**src/rtl/clkgen_pkg.sv**
```systemverilog
// rtl/clkgen_pkg.sv - shared types and ratio helpers for the clkgen divider
package clkgen_pkg;

   typedef struct packed {
      logic re;
      logic fe;
   } strobe_t;

   function automatic int calc_period(input int main_hz, input int clk_hz);
      return main_hz / clk_hz;
   endfunction

   function automatic int calc_ph1(input int n);
      return (n + 1) / 2;
   endfunction

   // Clamped to 1 so an illegal ratio still elaborates far enough to be reported.
   function automatic int calc_cnt_width(input int n);
      return (n < 2) ? 1 : $clog2(n);
   endfunction

endpackage

```
**src/rtl/clkgen_cnt.sv**
```systemverilog
// rtl/clkgen_cnt.sv - modulo-N wrapping counter exposing its next value
module clkgen_cnt #(
   parameter int N = 4,
   parameter int W = 2
) (
   input  logic         clk,
   input  logic         rst_n,
   output logic [W-1:0] cnt_next
);

   localparam logic [W-1:0] LAST = W'(N - 1);

   logic [W-1:0] cnt;

   always_comb begin
      cnt_next = (cnt == LAST) ? '0 : cnt + W'(1);
   end

   always_ff @(posedge clk or negedge rst_n) begin
      if (!rst_n) begin
         cnt <= '0;
      end else begin
         cnt <= cnt_next;
      end
   end

endmodule

```
**src/rtl/clkgen.sv**
```systemverilog
// rtl/clkgen.sv - programmable clock divider with registered edge strobes
// Optional checks enabled by defining CLKGEN_ASSERT_EN.
module clkgen
   import clkgen_pkg::*;
#(
   parameter int   MAIN_CLK_HZ = 50_000_000,
   parameter int   CLK_HZ      = 10_000,
   parameter logic CLK_INIT    = 1'b0
) (
   input  logic in_clk,
   input  logic in_rst,
   output logic out_clk,
   output logic out_re,
   output logic out_fe
);

   localparam int N   = calc_period(MAIN_CLK_HZ, CLK_HZ);
   localparam int PH1 = calc_ph1(N);
   localparam int PH2 = N / 2;
   localparam int W   = calc_cnt_width(N);
   localparam logic [W-1:0] PH1_W = W'(PH1);

   logic [W-1:0] cnt_next;
   logic         clk_next;
   strobe_t      strb;
   strobe_t      strb_next;

   clkgen_cnt #(
      .N (N),
      .W (W)
   ) u_cnt (
      .clk      (in_clk),
      .rst_n    (in_rst),
      .cnt_next (cnt_next)
   );

   // Decide from cnt_next so out_clk and the strobes land on the same edge.
   always_comb begin
      clk_next     = (cnt_next < PH1_W) ? CLK_INIT : ~CLK_INIT;
      strb_next.re = clk_next & ~out_clk;
      strb_next.fe = ~clk_next & out_clk;
   end

   always_ff @(posedge in_clk or negedge in_rst) begin
      if (!in_rst) begin
         out_clk <= CLK_INIT;
         strb    <= '0;
      end else begin
         out_clk <= clk_next;
         strb    <= strb_next;
      end
   end

   assign out_re = strb.re;
   assign out_fe = strb.fe;

`ifdef CLKGEN_ASSERT_EN
   localparam int HI_LEN = CLK_INIT ? PH1 : PH2;
   localparam int LO_LEN = CLK_INIT ? PH2 : PH1;

   if (N < 2) begin : g_bad_ratio
      $fatal(1, "clkgen: MAIN_CLK_HZ/CLK_HZ = %0d, must be at least 2", N);
   end

   if (MAIN_CLK_HZ % CLK_HZ != 0) begin : g_inexact
      $warning("clkgen: inexact ratio, out_clk runs at %0d Hz", MAIN_CLK_HZ / N);
   end

   a_period: assert property (@(posedge in_clk) disable iff (!in_rst)
      out_re |-> ##N out_re);
   a_high_len: assert property (@(posedge in_clk) disable iff (!in_rst)
      out_re |-> ##HI_LEN out_fe);
   a_low_len: assert property (@(posedge in_clk) disable iff (!in_rst)
      out_fe |-> ##LO_LEN out_re);
   a_mutex: assert property (@(posedge in_clk) disable iff (!in_rst)
      !(out_re && out_fe));
`endif

endmodule

```
**config.mk**
```make
export PLATFORM = sky130hd
export DESIGN_NAME = clkgen
export DESIGN_NICKNAME = d
export VERILOG_FILES = /design/src/rtl/clkgen_pkg.sv /design/src/rtl/clkgen_cnt.sv /design/src/rtl/clkgen.sv
export SDC_FILE = /design/constraint.sdc
export NUM_CORES = 1
export LEC_CHECK = 0
export ABC_CLOCK_PERIOD_IN_PS = 2400
export BUFFER_PORTS_ARGS = -buffer_cell sky130_fd_sc_hd__buf_4
export CAP_MARGIN = 20
export CORE_MARGIN = 3
export CORE_UTILIZATION = 25
export CTS_BUF_LIST = sky130_fd_sc_hd__clkbuf_16
export DETAILED_ROUTE_END_ITERATION = 10
export RECOVER_POWER = 50
export SYNTH_ARGS = -nofsm -noshare
export SYNTH_HDL_FRONTEND = slang
export SYNTH_SLANG_ARGS = --single-unit
export TNS_END_PERCENT = 1
```
**constraint.sdc**
```tcl
create_clock -name in_clk -period 2.4 [get_ports in_clk]
set_input_delay 0.48 -clock in_clk [delete_from_list [all_inputs] [get_ports in_clk]]
set_output_delay 0.48 -clock in_clk [all_outputs]
set_load 0.05 [all_outputs]
```
==> impl_metrics.toml <==
[outcome]
outcome = "finished, final reports clean"

[setup_path]
crit_path_end_kind = "flip-flop"
reg2regPathDepth = 6
r2r_start = "u_cnt.cnt[0]"
worstPathRequired_ns = 2.54
cp.arrival_ns = 2.23
cp-startpoint = "u_cnt.cnt[0]"
path_cells = "ha_1 > nand3_2 > or2_0 > nor3_1 > a211oi_1 > a311oi_1"
setup.worst_path.start_class = "flip-flop"
critical_path_class = "flip-flop to flip-flop"
cp_slowest_cell = "nor3_1"
crit_fanout = 7
cp_slowest_stage_delay_ns = 0.47

[synthesis]
yosysSeqAreaShare = 0.441
avgSynthCellArea_um2 = 10.9
synthCells = 83
ys_types = 38
yosys_register_bits = 16
synth_fp_nets = 86
syn-cell-area_um2 = 908
ys_warn_count = 0

[clock_tree]
cts_buffers = 3
cts_root_buf = "clkbuf_16"
cts.sinks = 16
cts_tree = "yes"
h-tree-depth = 1
cts_resized = 0
post-cts-setup-buffers = 0
clk_latency_ns = 0.24
hold_buffers = 0
clockBufferDepth = 2
clkTransAtPathRegs_ns = 0.05

[grt]
grtUsageTotal = 0.0809
grt_pass1_vias = 587
grt_remaining_overflow = 0
grt_pass1_wl_um = 2630
antenna_found_initial = 0
grt_max_degree = 17

[floorplanning]
core_um2 = 3420
die_area_um2 = 4390
dieWidth_um = 66.3
rows = 21
ioPinCount = 5
initial_core_util = 0.266
die_h_um = 66.3

[timing]
fin_skew_ns = 0.00309
finalSetupViolations = 0
hold_slack_ns = 0.316
final_max_slew_viol_count = 0
fin_crit_sh = 0.870
report.final.hold_viol_count = 0
tns_ns = 0
rsz0062_at_grt = "no"
period_minus_slack_ns = 2.09
clock.fmax_ghz = 0.479
worstMarginPinSlew_ns = 0.840
slew_headroom = 0.440

[cells_and_area]
drive_gt1_frac = 0.200
num-nets-final = 90
fillCellCount = 357
num_antenna_cells = 0
area_growth_pct = 14.0

[routing]
routed_via_density = 4.79
vias = 627
post_drt_wl_per_cell_um = 11.7
drtIter0Drc = 9
ant_nets = 0
drt_drc_violations_left = 0
firstDrtPassIters = 4
routed_wl_um = 1530

[place]
detailed_place_hpwl_um = 1110
place_congestion = 0.840
port_buffers = 4

[flow_run]
maxCapViolCount = 0

[worst_hold_path]
hp-class = "input port to async pin"

[pwr]
p_leak_nw = 0.450
power_density_nw_per_um2 = 569
irDropWorstVdd_v = 0.000212
==> layout make-up <==
class,count,area [µm²],share of cell area
Multi-Input combinational cell,60,469,0.453
Sequential cell,16,400,0.386
Clock buffer,3,75.1,0.0725
Tap cell,46,57.6,0.0556
Timing Repair Buffer,4,26.3,0.0254
Inverter,2,7.51,0.00725
==> power breakdown <==
group | switching [W] | leakage (nW) | internal [W] | total [W]
sequential | 0 | 0.209 | 0.000271 | 0.000271
clock | 0.0000955 | 0.0370 | 0.000218 | 0.000313
combinational | 0.00000493 | 0.203 | 0.000000324 | 0.00000526
total | 0.000100 | 0.450 | 0.000489 | 0.000589
==> critical path, delay by kind of cell (launching register included) <==
family	cells	cell delay [ns]
flip-flops	1	0.36
AND/OR/NAND/NOR	3	0.90
AO/OA/AOI/OAI	2	0.43
adder cells (fa/ha/maj)	1	0.31
==> kinds of logic (layout without fill, tap and decap cells) <==
kind of cell	after synthesis	in the layout	synth area share
compound gates	14	14	0.123
xor+xnor	8	8	0.0771
fa+ha+maj	1	1	0.0138
buf+inv	7	9	0.0427
flops	16	16	0.441
mux	3	3	0.0344
simple gates	34	34	0.269
==> stage by stage <==
stage	setup WS [ns]	std cells	power (W)	util	cell area, µm²
final	0.313	131	0.000589	0.303	1040
after global routing	0.139	131	0.000614	0.303	1040
after CTS	0.310	131	0.000602	0.304	1040
after detailed placement	0.326	128	0.000281	0.282	965
after global placement	0.462	128	0.000281	0.282	965
after floorplan	0.580	83	0.000275	-	908
==> per-layer routing <==
layer,up-vias,wire length [µm],track usage
met1,304,729,0.103
li1,311,-,-
met4,0,57,0.0609
met5,-,0,0
met2,7,712,0.119
met3,5,34,0.0153
==> path summary, 6_finish.rpt <==
| check | endpoint | slack, ns |
|---|---|---|
| worst min-delay path | u_cnt.cnt[6] | 0.32 |
| max in group asynchronous | out_fe | 1.56 |
| worst max register to register | out_re | 0.31 |
| worst max-delay path | out_re | 0.31 |
| worst min register to register | u_cnt.cnt[0] | 0.45 |
| min in group in_clk | u_cnt.cnt[0] | 0.45 |
==> synthesized netlist by cell type, drive strengths merged <==
library cell / n / share of area
a2111oi: 1 / 0.017
a211oi: 2 / 0.022
a21o: 2 / 0.018
a21oi: 2 / 0.015
a311oi: 1 / 0.0096
a31oi: 2 / 0.014
a41o: 1 / 0.011
and3: 3 / 0.021
and3b: 1 / 0.0096
and4: 1 / 0.0096
and4b: 1 / 0.012
buf: 5 / 0.034
dfrtp: 16 / 0.44
ha: 1 / 0.014
inv: 2 / 0.0083
mux2: 1 / 0.012
mux2i: 2 / 0.022
nand2: 5 / 0.021
nand2b: 1 / 0.015
nand3: 6 / 0.039
nand4: 2 / 0.014
nand4b: 1 / 0.0096
nor2: 4 / 0.017
nor2b: 1 / 0.0069
nor3: 3 / 0.017
nor4b: 2 / 0.052
o21ai: 3 / 0.017
or2: 1 / 0.0069
or3: 2 / 0.019
xnor2: 4 / 0.039
xor2: 4 / 0.039
==> registers in the layout, summed over array words and instances, names as in the netlist <==
name / flops
out_re: 1
out_clk: 1
out_fe: 1
u_cnt.cnt: 13
==> cell usage in the layout, fill, tap and decap left out, types with 2 or more instances in the layout <==
| cell type | count |
|---|---|
| xnor2_1 | 4 |
| o21ai_0 | 2 |
| nor4b_4 | 2 |
| xor2_1 | 4 |
| buf_4 | 3 |
| dfrtp_1 | 16 |
| nor3_1 | 3 |
| nor2_1 | 4 |
| a31oi_1 | 2 |
| nand3_1 | 5 |
| inv_1 | 2 |
| mux2i_1 | 2 |
| clkbuf_16 | 3 |
| and3_1 | 3 |
| nand4_1 | 2 |
| nand2_1 | 5 |
Power figures use the tool's default switching activity.
